### src/rtl/instr_encoder_if.sv
// ============================================================================
//  Module      : instr_encoder_if
//  Description : Descriptor stream, instruction-memory write port and status
//                bundle for instr_encoder. The master drives descriptors and
//                accepts memory writes; the slave is the encoder itself.
//  Revision    : 1.0 - initial release
// ============================================================================
`default_nettype none

interface instr_encoder_if #(
    parameter int ADDR_W = 10
);
    // Session control and descriptor stream
    logic              start;
    logic              in_valid;
    logic              in_ready;
    logic [2:0]        in_cls;
    logic [4:0]        in_rd;
    logic [4:0]        in_rs1;
    logic [4:0]        in_rs2;
    logic [2:0]        in_funct3;
    logic              in_f7b5;
    logic [31:0]       in_imm;
    logic              in_last;

    // Instruction-memory write port
    logic              mem_we;
    logic              mem_ready;
    logic [ADDR_W-1:0] mem_addr;
    logic [31:0]       mem_wdata;

    // Status
    logic              busy;
    logic              done;
    logic              err;
    logic [ADDR_W:0]   count;

    modport master (
        output start, in_valid, in_cls, in_rd, in_rs1, in_rs2, in_funct3,
               in_f7b5, in_imm, in_last, mem_ready,
        input  in_ready, mem_we, mem_addr, mem_wdata, busy, done, err, count
    );

    modport slave (
        input  start, in_valid, in_cls, in_rd, in_rs1, in_rs2, in_funct3,
               in_f7b5, in_imm, in_last, mem_ready,
        output in_ready, mem_we, mem_addr, mem_wdata, busy, done, err, count
    );
endinterface

`default_nettype wire

### src/rtl/instr_encoder.sv
// ============================================================================
//  Module      : instr_encoder
//  Description : Streaming RV32I instruction encoder / instruction-memory
//                loader. Packs micro-op descriptors into 32-bit RV32I words
//                (LOAD, STORE, R, I, BRANCH, JAL) and writes them to
//                sequential word addresses starting at BASE_ADDR.
//                Optional macro ENC_RANGE_CHECK_EN: when defined, immediates
//                and class codes are range-checked; violations emit a NOP
//                and raise the sticky error flag.
//  Revision    : 1.0 - initial release
// ============================================================================
`default_nettype none

module instr_encoder #(
    parameter int          ADDR_W    = 10,
    parameter int unsigned BASE_ADDR = 0
) (
    input  wire logic      clk,
    input  wire logic      rst,     // synchronous, active-low
    instr_encoder_if.slave bus
);

    localparam logic [ADDR_W-1:0] c_base_addr = ADDR_W'(BASE_ADDR);
    localparam logic [ADDR_W-1:0] c_addr_max  = '1;
    localparam logic [ADDR_W-1:0] c_addr_one  = ADDR_W'(1);
    localparam logic [ADDR_W:0]   c_cnt_one   = (ADDR_W + 1)'(1);
    localparam logic [31:0]       c_nop       = 32'h0000_0013;

    localparam logic [6:0] c_op_load   = 7'b0000011;
    localparam logic [6:0] c_op_store  = 7'b0100011;
    localparam logic [6:0] c_op_r      = 7'b0110011;
    localparam logic [6:0] c_op_i      = 7'b0010011;
    localparam logic [6:0] c_op_branch = 7'b1100011;
    localparam logic [6:0] c_op_jal    = 7'b1101111;

    typedef enum logic [1:0] {
        S_IDLE   = 2'd0,
        S_ACCEPT = 2'd1,
        S_WRITE  = 2'd2,
        S_DONE   = 2'd3
    } state_t;

    state_t            r_state;
    logic              r_in_ready;
    logic              r_mem_we;
    logic [ADDR_W-1:0] r_addr;
    logic [31:0]       r_wdata;
    logic              r_last;
    logic              r_busy;
    logic              r_done;
    logic              r_err;
    logic [ADDR_W:0]   r_count;

    logic [31:0]       w_imm;
    logic [31:0]       w_raw_word;
    logic [31:0]       w_enc_word;
    logic              w_viol;
    logic              w_shift_imm;
    logic              w_unused_imm;

    assign w_imm       = bus.in_imm;
    assign w_shift_imm = (bus.in_funct3 == 3'b001) || (bus.in_funct3 == 3'b101);

    // Upper immediate bits are only consumed by the range check.
    assign w_unused_imm = &{1'b0, w_imm[31:21]};

    // Pack the descriptor into an RV32I word; unused fields stay zero.
    always_comb begin
        w_raw_word = c_nop;
        case (bus.in_cls)
            3'd0: w_raw_word = {w_imm[11:0], bus.in_rs1, bus.in_funct3,
                                bus.in_rd, c_op_load};
            3'd1: w_raw_word = {w_imm[11:5], bus.in_rs2, bus.in_rs1,
                                bus.in_funct3, w_imm[4:0], c_op_store};
            3'd2: w_raw_word = {1'b0, bus.in_f7b5, 5'b00000, bus.in_rs2,
                                bus.in_rs1, bus.in_funct3, bus.in_rd, c_op_r};
            3'd3: begin
                if (w_shift_imm) begin
                    w_raw_word = {1'b0, bus.in_f7b5, 5'b00000, w_imm[4:0],
                                  bus.in_rs1, bus.in_funct3, bus.in_rd, c_op_i};
                end else begin
                    w_raw_word = {w_imm[11:0], bus.in_rs1, bus.in_funct3,
                                  bus.in_rd, c_op_i};
                end
            end
            3'd4: w_raw_word = {w_imm[12], w_imm[10:5], bus.in_rs2, bus.in_rs1,
                                bus.in_funct3, w_imm[4:1], w_imm[11], c_op_branch};
            3'd5: w_raw_word = {w_imm[20], w_imm[10:1], w_imm[11], w_imm[19:12],
                                bus.in_rd, c_op_jal};
            default: w_raw_word = c_nop;
        endcase
    end

`ifdef ENC_RANGE_CHECK_EN
    logic w_imm12_ok;
    logic w_imm13_ok;
    logic w_imm21_ok;

    assign w_imm12_ok = (w_imm[31:11] == {21{w_imm[11]}});
    assign w_imm13_ok = (w_imm[31:12] == {20{w_imm[12]}}) && !w_imm[0];
    assign w_imm21_ok = (w_imm[31:20] == {12{w_imm[20]}}) && !w_imm[0];

    // Flag immediates that do not fit their class, and illegal classes.
    always_comb begin
        w_viol = 1'b0;
        case (bus.in_cls)
            3'd0, 3'd1, 3'd3: w_viol = !w_imm12_ok;
            3'd2:             w_viol = 1'b0;
            3'd4:             w_viol = !w_imm13_ok;
            3'd5:             w_viol = !w_imm21_ok;
            default:          w_viol = 1'b1;
        endcase
    end
`else
    assign w_viol = 1'b0;
`endif

    assign w_enc_word = w_viol ? c_nop : w_raw_word;

    // Session FSM: IDLE -> ACCEPT <-> WRITE -> DONE, all outputs registered.
    always_ff @(posedge clk) begin
        if (!rst) begin
            r_state    <= S_IDLE;
            r_in_ready <= 1'b0;
            r_mem_we   <= 1'b0;
            r_addr     <= c_base_addr;
            r_wdata    <= 32'h0;
            r_last     <= 1'b0;
            r_busy     <= 1'b0;
            r_done     <= 1'b0;
            r_err      <= 1'b0;
            r_count    <= '0;
        end else begin
            r_done <= 1'b0;
            case (r_state)
                S_IDLE: begin
                    if (bus.start) begin
                        r_state    <= S_ACCEPT;
                        r_addr     <= c_base_addr;
                        r_err      <= 1'b0;
                        r_count    <= '0;
                        r_in_ready <= 1'b1;
                        r_busy     <= 1'b1;
                    end
                end
                S_ACCEPT: begin
                    if (bus.in_valid && r_in_ready) begin
                        r_wdata    <= w_enc_word;
                        r_last     <= bus.in_last;
                        r_in_ready <= 1'b0;
                        r_mem_we   <= 1'b1;
                        r_state    <= S_WRITE;
                        if (w_viol) begin
                            r_err <= 1'b1;
                        end
                    end
                end
                S_WRITE: begin
                    if (bus.mem_ready) begin
                        r_mem_we <= 1'b0;
                        r_addr   <= r_addr + c_addr_one;
                        r_count  <= r_count + c_cnt_one;
                        // Running off the top of memory mid-session is an error.
                        if ((r_addr == c_addr_max) && !r_last) begin
                            r_err <= 1'b1;
                        end
                        if (r_last) begin
                            r_done  <= 1'b1;
                            r_state <= S_DONE;
                        end else begin
                            r_in_ready <= 1'b1;
                            r_state    <= S_ACCEPT;
                        end
                    end
                end
                S_DONE: begin
                    r_busy  <= 1'b0;
                    r_state <= S_IDLE;
                end
                default: r_state <= S_IDLE;
            endcase
        end
    end

    assign bus.in_ready  = r_in_ready;
    assign bus.mem_we    = r_mem_we;
    assign bus.mem_addr  = r_addr;
    assign bus.mem_wdata = r_wdata;
    assign bus.busy      = r_busy;
    assign bus.done      = r_done;
    assign bus.err       = r_err;
    assign bus.count     = r_count;

endmodule

`default_nettype wire

### src/flat_wrapper.sv
// flat-port wrapper written by rule: the top's interface ports become plain ports
module instr_encoder_flat 
#(
    parameter int          ADDR_W    = 10,
    parameter int unsigned BASE_ADDR = 0
)
  (clk, rst, bus_start, bus_in_valid, bus_in_cls, bus_in_rd, bus_in_rs1, bus_in_rs2, bus_in_funct3, bus_in_f7b5, bus_in_imm, bus_in_last, bus_mem_ready, bus_in_ready, bus_mem_we, bus_mem_addr, bus_mem_wdata, bus_busy, bus_done, bus_err, bus_count);
  instr_encoder_if #(.ADDR_W(ADDR_W)) bus_i ();
  input  wire logic clk;
  input  wire logic rst;
  input wire logic [$bits(bus_i.start)-1:0] bus_start;
  input wire logic [$bits(bus_i.in_valid)-1:0] bus_in_valid;
  input wire logic [$bits(bus_i.in_cls)-1:0] bus_in_cls;
  input wire logic [$bits(bus_i.in_rd)-1:0] bus_in_rd;
  input wire logic [$bits(bus_i.in_rs1)-1:0] bus_in_rs1;
  input wire logic [$bits(bus_i.in_rs2)-1:0] bus_in_rs2;
  input wire logic [$bits(bus_i.in_funct3)-1:0] bus_in_funct3;
  input wire logic [$bits(bus_i.in_f7b5)-1:0] bus_in_f7b5;
  input wire logic [$bits(bus_i.in_imm)-1:0] bus_in_imm;
  input wire logic [$bits(bus_i.in_last)-1:0] bus_in_last;
  input wire logic [$bits(bus_i.mem_ready)-1:0] bus_mem_ready;
  output wire logic [$bits(bus_i.in_ready)-1:0] bus_in_ready;
  output wire logic [$bits(bus_i.mem_we)-1:0] bus_mem_we;
  output wire logic [$bits(bus_i.mem_addr)-1:0] bus_mem_addr;
  output wire logic [$bits(bus_i.mem_wdata)-1:0] bus_mem_wdata;
  output wire logic [$bits(bus_i.busy)-1:0] bus_busy;
  output wire logic [$bits(bus_i.done)-1:0] bus_done;
  output wire logic [$bits(bus_i.err)-1:0] bus_err;
  output wire logic [$bits(bus_i.count)-1:0] bus_count;
  assign bus_i.start = bus_start;
  assign bus_i.in_valid = bus_in_valid;
  assign bus_i.in_cls = bus_in_cls;
  assign bus_i.in_rd = bus_in_rd;
  assign bus_i.in_rs1 = bus_in_rs1;
  assign bus_i.in_rs2 = bus_in_rs2;
  assign bus_i.in_funct3 = bus_in_funct3;
  assign bus_i.in_f7b5 = bus_in_f7b5;
  assign bus_i.in_imm = bus_in_imm;
  assign bus_i.in_last = bus_in_last;
  assign bus_i.mem_ready = bus_mem_ready;
  assign bus_in_ready = bus_i.in_ready;
  assign bus_mem_we = bus_i.mem_we;
  assign bus_mem_addr = bus_i.mem_addr;
  assign bus_mem_wdata = bus_i.mem_wdata;
  assign bus_busy = bus_i.busy;
  assign bus_done = bus_i.done;
  assign bus_err = bus_i.err;
  assign bus_count = bus_i.count;
  instr_encoder #(.ADDR_W(ADDR_W), .BASE_ADDR(BASE_ADDR)) u_core (.clk(clk), .rst(rst), .bus(bus_i));
endmodule
### config.mk
export PLATFORM = sky130hd
export DESIGN_NAME = instr_encoder_flat
export DESIGN_NICKNAME = d
export VERILOG_FILES = /design/src/rtl/instr_encoder_if.sv /design/src/rtl/instr_encoder.sv /design/src/flat_wrapper.sv
export SDC_FILE = /design/constraint.sdc
export NUM_CORES = 1
export LEC_CHECK = 0
export BUFFER_PORTS_ARGS = -buffer_cell sky130_fd_sc_hd__clkbuf_2
export CORE_MARGIN = 5
export CORE_UTILIZATION = 45
export DETAILED_ROUTE_END_ITERATION = 6
export GPL_TIMING_DRIVEN = 0
export HOLD_SLACK_MARGIN = 0.06
export PLACE_DENSITY_LB_ADDON = 0.25
export SLEW_MARGIN = 30
export SYNTH_ARGS = -nofsm -noshare
export SYNTH_HDL_FRONTEND = slang
export SYNTH_SLANG_ARGS = --single-unit
### constraint.sdc
create_clock -name clk -period 3.1 [get_ports clk]
set_input_delay 0.155 -clock clk [delete_from_list [all_inputs] [get_ports clk]]
set_output_delay 0.155 -clock clk [all_outputs]
set_load 0.03 [all_outputs]
==> impl_metrics.toml, run 1 <==
[yosys]
synth-edff-count = 0
ys_warn_count = 0
ys_ff_latch = 59
syn-instance-count = 347
syn_avg_cell_area_um2 = 8.42
syn_nets = 409
ys_types = 48
synth-async-reset-ratio = 0
ys_seq_area_frac = 0.404
ys.flop_type = "dfxtp_1"
syn_area_mm2 = 0.00292

[critical_path]
rrSetupSlack_ns = 1.31
setup.worst_path.start_class = "flop"
r2r-start = "u_core.r_state[0]"
reg2reg_depth = 4
end_kind = "flop"
cp-startpoint = "u_core.r_state[0]"
cp.arrival_ns = 2.00
path_class = "reg2reg"
worstPathRequired_ns = 3.31
crit_path_max_fanout = 10

[cells_and_area]
final_cell_mix = "clkbuf_2, dfxtp_1, a21oi_1"
drive_gt1_frac = 0.288
postLayoutCoreUtil = 0.585
antennaDiodeCount = 0
final_common_cell = "clkbuf_2"
fin_area_mm2 = 0.00371
syn2layout_area_growth_pct = 27.0
layout.nets = 525

[routing]
first_pass_iters = 5
wire_per_inst_um = 14.7
wl_um = 8000
vias_per_cell = 5.41
drcViolationCount = 0
drt_iter0_drc = 139
routed-via-count = 2938
ant_nets = 0

[sta]
max_freq_mhz = 558
worst_slew_pin_slew_ns = 0.869
rsz0062_at_grt = "false"
slew_violations = 0
finalCritPeriodShare = 0.578
period_minus_slack_ns = 1.79
finClkSkew_ns = 0.0103
slew_headroom = 0.416
setup_ws_ns = 1.31
setup_tns_ns = 0
finalSetupViolCount = 0
hold_violations = 0

[clocking]
clockBufferDepth = 2
cts-root-buf = "clkbuf_8"
htree_levels = 3
cts_inserted_buffers = 9
cts_hold_buf = 0
clock-sinks = 59
cts_resized = 0
clk_latency_ns = 0.33
cts_tree = "done"
path_clk_slew_ns = 0.07
postCtsSetupBuffers = 0

[power]
ir_worst_vdd_mv = 0.276
p_switching_uw = 441
combPwrFrac = 0.142
internal_power_mw = 1.19
power_mw = 1.63
total_leakage_power_nw = 1.57
netSwitchingFraction = 0.271
seq_power_share = 0.482
power.density_mw_per_mm2 = 438
pwr-share-clk = 0.376

[die]
start_util = 0.460
core-area_mm2 = 0.00635
dieArea_mm2 = 0.00821
die_height_um = 90.6
io_pins = 118
rows = 29
fp.dieW_um = 90.6

[global_routing]
grt_pass1_wl_um = 13400
overflow = 0
use_met1 = 0.245
grt_use_met2 = 0.312
antenna_found_initial = 0
gr-max-usage-layer = "met2"
grtUsageMet3 = 0.0808
grt_usage = 0.196
grt_max_degree = 11
grt_pass1_vias = 2860

[min_path]
min-delay-start = "bus_in_imm[8]"
hold_depth = 3
min_path_type = "in2reg"

[placed_design]
dp_slack_ns = 1.31
placedInstanceArea_mm2 = 0.00354
dp_hpwl_um = 6180
portBuffers = 105
routabilityCongestion = 0.904

[status]
outcome = "complete, no violations"

[run]
max_cap_violations = 0
through the flow:
stage	hold slack (ns)	std cells
after floorplan	0.300	347
after global placement	0.403	529
after detailed placement	0.410	529
after CTS	0.0631	543
after global routing	0.0687	543
final	0.0658	543
critical path: stages (launching register included):
cell	delay (ns)
dfxtp_1	0.33
buf_2	0.18
o31ai_2	0.63
clkbuf_1	0.43
nor2_1	0.11
cells by family after synthesis:
group | after synthesis | share of synthesized area
xor gates and xnor gates | 17 | 0.0509
buffers and inverters | 34 | 0.0522
muxes | 18 | 0.0629
adders and majority gates | 2 | 0.00856
DFF | 59 | 0.404
AOI/OAI and AO/OA | 112 | 0.224
and+or+nand+nor | 105 | 0.197
state kept, by name, indices dropped and copies added, names as in the netlist, 2 cells and up:
name                  count
u_core.bus.mem_wdata     30
u_core.bus.count         11
u_core.bus.mem_addr      10
u_core.r_state            2
metal layers:
metal,up-vias,share of wire
met3,11,0.075
met4,0,0.0088
met5,-,0
met2,99,0.47
li1,1471,-
met1,1357,0.45
area by class of cell:
cell class | instances | area, um^2
well taps | 77 | 96.3
repair buffers | 105 | 526
flip-flops and latches | 59 | 1180
fillers | 605 | 2640
clock buffers | 12 | 155
multi-input cells | 254 | 1590
plain buffers | 27 | 126
clock inverters | 2 | 12.5
inverters | 7 | 26.3
power groups by stage:
stage,combinational [mW],clock (mW),sequential [mW]
global placement,0.226,0,0.800
finish,0.231,0.611,0.784
detailed placement,0.230,0,0.801
CTS,0.231,0.625,0.784
global route,0.254,0.669,0.786
floorplan,0.118,0,0.826
path summary, 6_finish.rpt:
| kind | endpoint |
|---|---|
| worst max-delay path | u_core.bus.mem_addr[8] |
| worst min-delay path | u_core.bus.mem_wdata[28] |
| worst max register to register | u_core.bus.mem_addr[8] |
| worst min register to register | u_core.bus.mem_wdata[28] |
synth_stat cells, types with 2 or more instances:
master	count	area share
a211oi_1	5	0.013
mux2i_1	17	0.058
a21oi_1	52	0.089
nor2_1	20	0.026
nand3_1	18	0.031
and2_1	2	0.0043
ha_1	2	0.0086
nor3_1	3	0.0051
buf_4	2	0.0051
buf_2	8	0.014
nand4b_1	3	0.0090
nor2b_1	6	0.013
or2_2	2	0.0043
a21boi_0	11	0.028
nand3b_1	3	0.0077
a22oi_1	2	0.0051
nand2_1	19	0.024
o21ai_0	27	0.046
or3_1	3	0.0064
nor3b_1	5	0.013
dfxtp_1	59	0.40
inv_1	7	0.0090
xnor2_1	16	0.048
a31oi_1	2	0.0043
nor4b_1	4	0.012
o22a_1	5	0.015
nand2b_1	9	0.019
clkbuf_1	15	0.019
(Power assumes the default switching activity.)
==> run 2: changes to the inputs <==
clock period = 1.8 ns   (was 3.1 ns; I/O delays follow)
==> run 2 against run 1 <==
Against the previous run:
- design area up 2.3%
- clock power up 73%
- die area unchanged
- non-clock buffer count up 6
- setup slack worse by 1.1 ns
- sequential share of layout area down 0.70 points
- via count up 0.92%
- first-iteration DRC count down 27%
- fmax up 10%
- global-route usage up 0.35 points
- critical endpoint unchanged
- sequential power up 72%
==> impl_metrics.toml, run 2 (synthesized netlist as in run 1, its figures left out) <==
[status]
outcome = "complete, no violations"

[cells_and_area]
layout.nets = 531
largest_reg_flops = 30
final_common_cell = "clkbuf_2"
drive_gt1_frac = 0.284
syn2layout_area_growth_pct = 29.9
final_cell_mix = "clkbuf_2, dfxtp_1, a21oi_1"
antennaDiodeCount = 0

[routing]
drcViolationCount = 0
wl_um = 8140
routed-via-count = 2965
vias_per_cell = 5.40
first_pass_iters = 4
wire_per_inst_um = 14.8
drt_iter0_drc = 101
ant_nets = 0

[sta]
setup_tns_ns = 0
worst_slew_pin_slew_ns = 0.871
hold_violations = 0
setup_ws_ns = 0.175
rsz0062_at_grt = "false"
finClkSkew_ns = 0.0106
max_freq_mhz = 616
slew_violations = 0
finalCritPeriodShare = 0.903
period_minus_slack_ns = 1.62
slew_headroom = 0.415
finalSetupViolCount = 0

[critical_path]
worstPathCellList = "buf_2 > o31ai_4 > clkbuf_1 > nor2_1"
worstPathRequired_ns = 2.01
cp.arrival_ns = 1.83
r2r-start = "u_core.r_state[0]"
reg2reg_depth = 4
rrSetupSlack_ns = 0.18
crit_path_max_fanout = 10
end_kind = "flop"
rr_endpoint = "u_core.bus.mem_addr[8]"
crit_path_top_delay_cell = "o31ai_4"
setup.worst_path.start_class = "flop"
path_class = "reg2reg"
slowest_delay_ns = 0.45

[global_routing]
grt_pass1_vias = 2913
grt_usage = 0.200
grt_pass1_wl_um = 13700
antenna_found_initial = 0
overflow = 0
grt_max_degree = 11

[min_path]
hold_depth = 3
min-delay-start = "bus_in_imm[11]"
hold_path_end = "u_core.bus.mem_wdata[31]"
min_path_type = "in2reg"

[die]
die_height_um = 90.6
fp.dieW_um = 90.6
rows = 29
dieArea_mm2 = 0.00821
io_pins = 118
core-area_mm2 = 0.00635
start_util = 0.460

[power]
internal_power_mw = 2.05
p_switching_uw = 767
power.density_mw_per_mm2 = 743
netSwitchingFraction = 0.272
power_mw = 2.82
combPwrFrac = 0.147
ir_worst_vdd_mv = 0.481
pwr-share-clk = 0.374
total_leakage_power_nw = 1.60
seq_power_share = 0.479

[placed_design]
dp_hpwl_um = 6180
dp_slack_ns = 0.00762
portBuffers = 105
routabilityCongestion = 0.904

[clocking]
cts-root-buf = "clkbuf_8"
htree_levels = 3
path_clk_slew_ns = 0.07
cts_inserted_buffers = 9
postCtsSetupBuffers = 0
cts_tree = "done"
clk_latency_ns = 0.33
clockBufferDepth = 2
clock-sinks = 59

[run]
max_cap_violations = 0
==> run 2: layout make-up <==
class / instances / area, um^2
multi-input combinational: 254 / 1610
clock buffer: 12 / 155
tap: 77 / 96.3
sequential: 59 / 1180
inverter: 7 / 26.3
clock inverter: 2 / 12.5
timing repair buffer: 112 / 596
buffer: 26 / 123
fill: 586 / 2550
==> run 2: routing by layer <==
layer | global-route usage | routed length (um) | vias up
met5 | 0 | 0 | -
met4 | 0.0533 | 98 | 0
met3 | 0.0792 | 587 | 13
met2 | 0.321 | 3830 | 94
met1 | 0.248 | 3620 | 1375
li1 | - | - | 1483
==> run 2: through the flow <==
stage,area [um^2],utilization,std cells,hold slack (ns)
after detailed placement,3540,0.558,529,0.345
after global routing,3800,0.598,549,0.0798
after floorplan,2920,-,347,0.235
final,3800,0.598,549,0.0824
after CTS,3790,0.597,550,0.0712
after global placement,3540,0.558,529,0.338
==> run 2: power groups by stage <==
stage,registers [mW],clock network (mW),logic [mW]
finish,1.35,1.06,0.415
global route,1.35,1.15,0.455
CTS,1.35,1.08,0.412
detailed placement,1.38,0,0.396
global placement,1.38,0,0.390
floorplan,1.42,0,0.204
==> run 2: how the worst max path moves through the flow <==
stage / start / to / slack [ns] / cells after the start
after floorplan: u_core.bus.in_ready / u_core.bus.mem_wdata[15] / 0.21 / 5
after global placement: u_core.r_state[0] / u_core.bus.count[9] / 0.03 / 4
after detailed placement: u_core.r_state[0] / u_core.bus.mem_addr[2] / 0.008 / 4
after CTS: u_core.r_state[1] / u_core.bus.count[7] / 0.08 / 6
after global routing: u_core.r_state[0] / u_core.bus.mem_addr[2] / 0.006 / 4
final: u_core.r_state[0] / u_core.bus.mem_addr[8] / 0.18 / 4
==> run 2: critical path: cells and delay by family, from the launching register on <==
kind / cells / cell delay (ns)
DFF: 1 / 0.33
buffers and inverters: 2 / 0.60
AOI/OAI and AO/OA: 1 / 0.45
and+or+nand+nor: 1 / 0.11
==> run 2: timing repair <==
action                                  4_1_cts  5_1_grt
endpoints found under the setup margin        1       19
hold buffers                                  7        0
resized for setup                             1        1
endpoints found under the hold margin         7        0
